$ cat src/rtl/onehot_range_pkg.sv
`default_nettype none
// ============================================================================
// Module   : onehot_range_pkg
// Brief    : Shared FSM state type and default width for onehot_range_fill.
// Revision : 1.0 - initial release
// ============================================================================
package onehot_range_pkg;

  localparam int c_DEFAULT_WIDTH = 12;

  typedef enum logic [1:0] {
    ST_IDLE  = 2'd0,
    ST_CHECK = 2'd1,
    ST_FILL  = 2'd2,
    ST_DONE  = 2'd3
  } state_t;

endpackage : onehot_range_pkg
`default_nettype wire

$ cat src/rtl/onehot_enc.sv
`default_nettype none
// ============================================================================
// Module   : onehot_enc
// Brief    : One-hot to index encoder that also flags empty and multi-hot input.
// Revision : 1.0 - initial release
// ============================================================================
module onehot_enc #(
  parameter int WIDTH = 12,
  parameter int IDX_W = 4
) (
  input  logic [WIDTH-1:0] i_vec,
  output logic [IDX_W-1:0] o_idx,
  output logic             o_zero,
  output logic             o_multi
);

  logic w_seen;

  // OR-ing indices is exact for one-hot input; multi-hot is flagged separately.
  always_comb begin
    o_idx   = '0;
    o_multi = 1'b0;
    w_seen  = 1'b0;
    for (int i = 0; i < WIDTH; i++) begin
      if (i_vec[i]) begin
        o_idx = o_idx | IDX_W'(i);
        if (w_seen) o_multi = 1'b1;
        w_seen = 1'b1;
      end
    end
    o_zero = !w_seen;
  end

endmodule : onehot_enc
`default_nettype wire

$ cat src/rtl/onehot_range_fill.sv
`default_nettype none
// ============================================================================
// Module   : onehot_range_fill
// Brief    : Rebuilds a contiguous bit mask from its left/right one-hot edge
//            markers, filling one bit per cycle, with malformed-pair detection.
// Revision : 1.0 - initial release
// ============================================================================
module onehot_range_fill
  import onehot_range_pkg::*;
#(
  parameter int WIDTH = c_DEFAULT_WIDTH
) (
  input  logic             clk_i,
  input  logic             srst_i,
  input  logic [WIDTH-1:0] left_i,
  input  logic [WIDTH-1:0] right_i,
  input  logic             valid_i,
  output logic             ready_o,
  output logic [WIDTH-1:0] mask_o,
  output logic             err_o,
  output logic             valid_o,
  input  logic             ready_i
);

  localparam int c_CNT_W = (WIDTH > 1) ? $clog2(WIDTH) : 1;

  state_t             r_state;
  state_t             w_state_next;
  logic [WIDTH-1:0]   r_left;
  logic [WIDTH-1:0]   r_right;
  logic [WIDTH-1:0]   r_mask;
  logic [c_CNT_W-1:0] r_cnt;
  logic               r_err;

  logic [c_CNT_W-1:0] w_left_idx;
  logic [c_CNT_W-1:0] w_right_idx;
  logic               w_left_zero;
  logic               w_right_zero;
  logic               w_left_multi;
  logic               w_right_multi;
  logic               w_accept;
  logic               w_both_zero;
  logic               w_illegal;
  logic               w_fill_last;

  onehot_enc #(.WIDTH(WIDTH), .IDX_W(c_CNT_W)) u_enc_left (
    .i_vec   (r_left),
    .o_idx   (w_left_idx),
    .o_zero  (w_left_zero),
    .o_multi (w_left_multi)
  );

  onehot_enc #(.WIDTH(WIDTH), .IDX_W(c_CNT_W)) u_enc_right (
    .i_vec   (r_right),
    .o_idx   (w_right_idx),
    .o_zero  (w_right_zero),
    .o_multi (w_right_multi)
  );

  assign w_accept    = valid_i && ready_o;
  assign w_both_zero = w_left_zero && w_right_zero;
  assign w_illegal   = w_left_multi || w_right_multi ||
                       (w_left_zero != w_right_zero) ||
                       (!w_both_zero && (w_left_idx < w_right_idx));
  assign w_fill_last = (r_cnt == w_left_idx);

  always_ff @(posedge clk_i) begin
    if (srst_i) r_state <= ST_IDLE;
    else        r_state <= w_state_next;
  end

  always_comb begin
    w_state_next = r_state;
    case (r_state)
      ST_IDLE:  if (w_accept) w_state_next = ST_CHECK;
      ST_CHECK: w_state_next = (w_illegal || w_both_zero) ? ST_DONE : ST_FILL;
      ST_FILL:  if (w_fill_last) w_state_next = ST_DONE;
      ST_DONE:  if (ready_i) w_state_next = ST_IDLE;
      default:  w_state_next = ST_IDLE;
    endcase
  end

  // Counter stops at the left index, so it never runs past WIDTH-1.
  always_ff @(posedge clk_i) begin
    if (srst_i) begin
      r_left  <= '0;
      r_right <= '0;
      r_mask  <= '0;
      r_cnt   <= '0;
      r_err   <= 1'b0;
    end else begin
      case (r_state)
        ST_IDLE: begin
          if (w_accept) begin
            r_left  <= left_i;
            r_right <= right_i;
          end
        end
        ST_CHECK: begin
          r_mask <= '0;
          r_cnt  <= w_right_idx;
          r_err  <= w_illegal;
        end
        ST_FILL: begin
          r_mask[r_cnt] <= 1'b1;
          if (!w_fill_last) r_cnt <= r_cnt + 1'b1;
        end
        default: ;
      endcase
    end
  end

  always_comb begin
    valid_o = (r_state == ST_DONE);
    ready_o = (r_state == ST_IDLE) && !srst_i;
    mask_o  = valid_o ? r_mask : '0;
    err_o   = valid_o && r_err;
  end

endmodule : onehot_range_fill
`default_nettype wire
$ cat config.mk
export PLATFORM = sky130hd
export DESIGN_NAME = onehot_range_fill
export DESIGN_NICKNAME = d
export VERILOG_FILES = /design/src/rtl/onehot_range_pkg.sv /design/src/rtl/onehot_enc.sv /design/src/rtl/onehot_range_fill.sv
export SDC_FILE = /design/constraint.sdc
export NUM_CORES = 1
export LEC_CHECK = 0
export ABC_CLOCK_PERIOD_IN_PS = 6200
export BUFFER_PORTS_ARGS = -buffer_cell sky130_fd_sc_hd__buf_4
export CORE_ASPECT_RATIO = 0.7
export CORE_MARGIN = 8
export CORE_UTILIZATION = 50
export CTS_CLUSTER_SIZE = 12
export DETAILED_ROUTE_END_ITERATION = 10
export PLACE_DENSITY = 0.77
export SYNTH_ARGS = -nofsm -noshare
export SYNTH_HDL_FRONTEND = slang
export SYNTH_SLANG_ARGS = --single-unit
$ cat constraint.sdc
create_clock -name clk_i -period 6.2 [get_ports clk_i]
set_clock_uncertainty 0.15 [all_clocks]
set_input_delay 1.24 -clock clk_i [delete_from_list [all_inputs] [get_ports clk_i]]
set_output_delay 1.24 -clock clk_i [all_outputs]
set_load 0.02 [all_outputs]
## Word level (Yosys, flattened, before mapping)

Index checks and enable logic that the tools add are counted.
Widths: inputs -> output; s select.

| storage, ports and cells | value |
|---|---|
| register bits | 43 |
| input port bits | 28 |
| output and inout bits | 15 |
| word-level logic and storage cells | 140 |

| cells by class | value |
|---|---|
| $add $sub $neg | 1 |
| magnitude comparators | 3 |
| equality and inequality tests | 9 |
| mux-type cells | 101 |
| bitwise gates (word level) | 1 |
| reduce and logical (&&, ||, !) cells | 19 |

Operators with widths:

| cell | count |
|---|---|
| $mux 1 | 72 |
| $mux 4 | 9 |
| $mux 3 | 8 |
| $pmux 12 s2 | 1 |
| $mux 2 | 7 |
| $mux 12 | 1 |
| $or 12x12->12 | 1 |
| $pmux 2 s4 | 1 |
| $pmux 4 s2 | 1 |
| $logic_and 1x1->1 | 6 |
| $ne 2x2->1 const B | 3 |
| $lt 4x5->1 const B | 1 |
| $add 4x1->4 const B | 1 |
| $demux 1 s4 | 1 |
| $eq 2x2->1 const B | 2 |
| $eq 4x4->1 | 1 |
| $ge 4x1->1 const B | 1 |
| $logic_not 1->1 | 4 |
| $logic_or 1x1->1 | 4 |
| $lt 4x4->1 | 1 |
| $reduce_and 2->1 | 2 |
| $reduce_and 3->1 | 1 |
| $eq 2x1->1 const B | 1 |
| $logic_not 2->1 | 1 |
| other kinds (3) | 3 |

## Longest topological paths before layout

| logic depth | value |
|---|---|
| depth after elaboration | 29 |
| gate-level depth with buffers | 10 |

## Cells and area by module

Synthesis repeated with hierarchy kept, for this count alone.

| unflattened totals | value |
|---|---|
| cells, all modules | 291 |
| area total of the unflattened synthesis | 2368.5 um2 |

Modules (own cells, without submodules):

| module | instances | cells an instance | area an instance (um2) | sequential area each (um2) |
|---|---|---|---|---|
| onehot_range_fill | 1 | 239 | 2003.2 | 860.8 |
| onehot_enc | 2 | 26 | 182.7 | 0.0 |

## Worst setup path before layout

OpenSTA, ideal clock, no wires.

| timing path | value |
|---|---|
| path kind | in2out |
| start point | in srst_i |
| end point | out ready_o |
| arrival | 1.766 ns |
| slack | 3.044 ns |
| cell stages on the path | 2 |
| path buffers | 1 |
| cells stage by stage | clkbuf_1 nor2b_1 |

| on the way | value |
|---|---|
| cells in the longest elaborated chain, start to end | 2 |

RTL lines:

| item | RTL line | RTL |
|---|---|---|
| from (decl) | onehot_range_fill.sv:14 | `input logic srst_i,` |
| $logic_not 1->1 | onehot_range_fill.sv:115 | `ready_o = (r_state == ST_IDLE) && !srst_i;` |
| $logic_and 1x1->1 | onehot_range_fill.sv:115 |  |
| to (decl) | onehot_range_fill.sv:18 | `output logic ready_o,` |

Every way passes these cells.

## Final worst setup path

Ends and elaborated chain as after synthesis.

==> impl_metrics.ini <==
[grt]
grt_pass1_vias = 1968
grt_max_degree = 49
grt_antenna_before_repair = 0
gr-total-overflow = 0
grt_pass1_wl_mm = 9.40
track_usage_pct = 16.8

[synth]
ys_seq_area_share_pct = 37.9
syn_inst = 299
synth.distinct_cells = 43
ys_seq_elements = 43
synth_area_um2 = 2270
syn_nets = 339
syn_area_per_cell_um2 = 7.60
yosys_warnings = 0

[sta]
fmax_ghz = 0.324
setup-tns-final_ns = 0
drv_slew = 0
tightest_slew_ns = 1.25
max_slew_margin_pct = 15.9
rsz0062_at_grt = false
hold_viol = 0
finalCritPeriodShare_pct = 49.8
holdWs_ns = 0.319
finalSetupViolCount = 0
min_period_ns = 3.09

[floorplan]
floorplan.die_area_um2 = 6990
die_h_um = 72.4
rows = 20
initial_utilization_pct = 52.2
core-area_um2 = 4350
die_w_um = 96.6
io-pin-count = 43

[routing]
ant_nets = 0
drc = 0
first_pass_iters = 4
vias_per_cell = 5.50
drt-total-wl_mm = 5.53
vias = 2162
routedWlPerCell_um = 14.1
drt-initial-drc-count = 114

[power_and_ir_drop]
p_leak_nw = 1.14
p_int_uw = 709
power_mw = 1.19
peakVddDrop_uv = 236
p_per_area_nw_per_um2 = 432
p_comb_share_pct = 43.4
pwr-share-seq_pct = 34.8
power.switching_uw = 480
pwr-share-clk_pct = 21.8
netSwitchingFraction_pct = 40.4

[worst_setup_path]
worstSetupStartpointType = primary input
crit_chain = buf_4 -> nor2b_1 -> buf_4
worstPathRequired_ns = 4.81
worst-path-buf-inv = 2
slowest_delay_ns = 0.16
worstRegToRegCells = 10
crit_top_cell = buf_4
critPathArrivalTime_ns = 1.70
cpMaxStageDelayCell = buf_4
crit_type = primary input to primary output
worstSetupEndpointType = primary output
cp_max_fo = 10
critPathTopFamily = buffers and inverters
path_depth = 3

[placement]
dp_cells = 385
dp_hpwl_mm = 4.17
placed_area_um2 = 2620
gp_congestion = 0.851
port_buffers = 42

[hold_path]
hp-class = flop to flop
holdPathStages = 2

[clock_tree]
clock_latency_ns = 0.30
clk_path_buf_depth = 2
postCtsHoldBufs = 0
cts_resized = 0
clock_sinks = 43
cts_buffers = 5
ctsRootBufferMaster = clkbuf_8
cts_tree = yes
postCtsSetupRepairBufs = 0
cts_htree_levels = 2
clkTransAtPathRegs_ns = 0.08

[status]
status = completed

[cells_and_area]
design_area_um2 = 2750
final_cell_mix = nand2_1, buf_4, dfxtp_1
drive_above_1_share_pct = 16.9
fin_cells = 393
antennaDiodeCount = 0
mostFrequentLayoutCell = nand2_1
fin_nets = 377
area_delta_synth_final_pct = 21.1

[run]
maxCapViolCount = 0
## logic make-up after synthesis
kind of cell               after synthesis  share of synthesized area (%)
xor gates and xnor gates                 2                          0.771
AOI/OAI and AO/OA                       80                           21.3
and+or+nand+nor                        137                           28.7
muxes                                    2                          0.882
adders and majority gates               12                           6.61
DFF                                     43                           37.9
buffers and inverters                   23                           3.80
## through the flow
stage	worst slack, ns	util (%)
6_report	3.11	63.2
3_5_place_dp	2.98	60.1
5_1_grt	3.06	63.2
2_1_floorplan	3.04	-
3_3_place_gp	3.09	60.1
4_1_cts	3.11	63.2
## flip-flops by register name, summed over array words and instances (netlist names)
register / count
r_cnt: 4
r_err: 1
r_left: 12
r_mask: 12
r_right: 12
r_state: 2
## synth_stat cells
| library cell | number | area, um^2 |
|---|---|---|
| and3_1 | 1 | 6.26 |
| nor4_2 | 2 | 25.0 |
| a211oi_1 | 5 | 37.5 |
| nand3b_1 | 2 | 15.0 |
| or4_1 | 4 | 30.0 |
| a21oi_1 | 22 | 110 |
| o31ai_1 | 2 | 15.0 |
| xnor2_1 | 1 | 8.76 |
| o211a_1 | 1 | 10.0 |
| o21a_1 | 1 | 7.51 |
| o22ai_1 | 1 | 6.26 |
| dfxtp_1 | 43 | 861 |
| o41a_1 | 1 | 11.3 |
| nor3_2 | 1 | 10.0 |
| nor2_1 | 31 | 116 |
| clkbuf_1 | 12 | 45.0 |
| mux2i_1 | 2 | 20.0 |
| nand2b_1 | 2 | 12.5 |
| nand4_1 | 3 | 18.8 |
| ha_1 | 12 | 150 |
| a22o_1 | 1 | 8.76 |
| o41ai_1 | 3 | 26.3 |
| o21ai_0 | 31 | 155 |
| o21bai_1 | 1 | 7.51 |
| a22oi_1 | 1 | 7.51 |
| xor2_1 | 1 | 8.76 |
| nor3b_1 | 1 | 7.51 |
| a211oi_2 | 1 | 12.5 |
| nor4_1 | 2 | 12.5 |
| or2_2 | 2 | 12.5 |
| nand2_1 | 55 | 206 |
| a2bb2oi_2 | 1 | 15.0 |
| and2_1 | 14 | 87.6 |
| inv_1 | 10 | 37.5 |
| a31oi_1 | 4 | 25.0 |
| a221oi_1 | 1 | 8.76 |
| o21ai_1 | 2 | 10.0 |
| nor3_1 | 10 | 50.1 |
| a32o_1 | 1 | 10.0 |
| nor2b_1 | 3 | 18.8 |
| clkinv_1 | 1 | 3.75 |
| or3_1 | 2 | 12.5 |
| nand3_1 | 2 | 10.0 |
## layer usage
layer / routed length (um) / GRT usage (%) / vias to the layer above
li1: - / - / 1121
met1: 2700 / 23.5 / 978
met2: 2310 / 24.0 / 58
met3: 465 / 4.54 / 5
met4: 55 / 5.52 / 0
met5: 0 / 0 / -
## worst register-to-register path, stage by stage (launching register included)
cell and delay (ns):
dfxtp_1 0.37, nor4_2 0.45, nand3b_1 0.19, nor2_1 0.13
ha_1 0.23, a21oi_1 0.13, nand4_1 0.10, a211oi_1 0.23
nand4_1 0.15, o41a_1 0.45, o211a_1 0.21
## worst paths after layout
path	slack, ns	startpoint	end
max	3.11	srst_i	ready_o
max reg2reg	3.31	r_right[4]$_SDFFE_PP0P_	r_state[0]$_SDFFE_PP0P_
min	0.32	r_mask[0]$_SDFFE_PP0P_	r_mask[0]$_SDFFE_PP0P_
min reg2reg	0.32	r_mask[0]$_SDFFE_PP0P_	r_mask[0]$_SDFFE_PP0P_
## power groups by stage
stage               clock, mW  sequential [mW]  combinational [mW]
global placement            0            0.414               0.493
detailed placement          0            0.418               0.507
CTS                     0.262            0.412               0.514
finish                  0.259            0.414               0.516
floorplan                   0            0.392               0.402
global route            0.276            0.426               0.582
## layout make-up
type                    instances  area [um^2]
fillers                       407         1600
multi-input cells             233         1320
repair buffers                 43          323
clock buffers                   6         72.6
clock inverters                 2         60.1
inverters                      11         41.3
well taps                      55         68.8
flip-flops and latches         43          861
No activity file was read; power rests on OpenSTA's default activity.
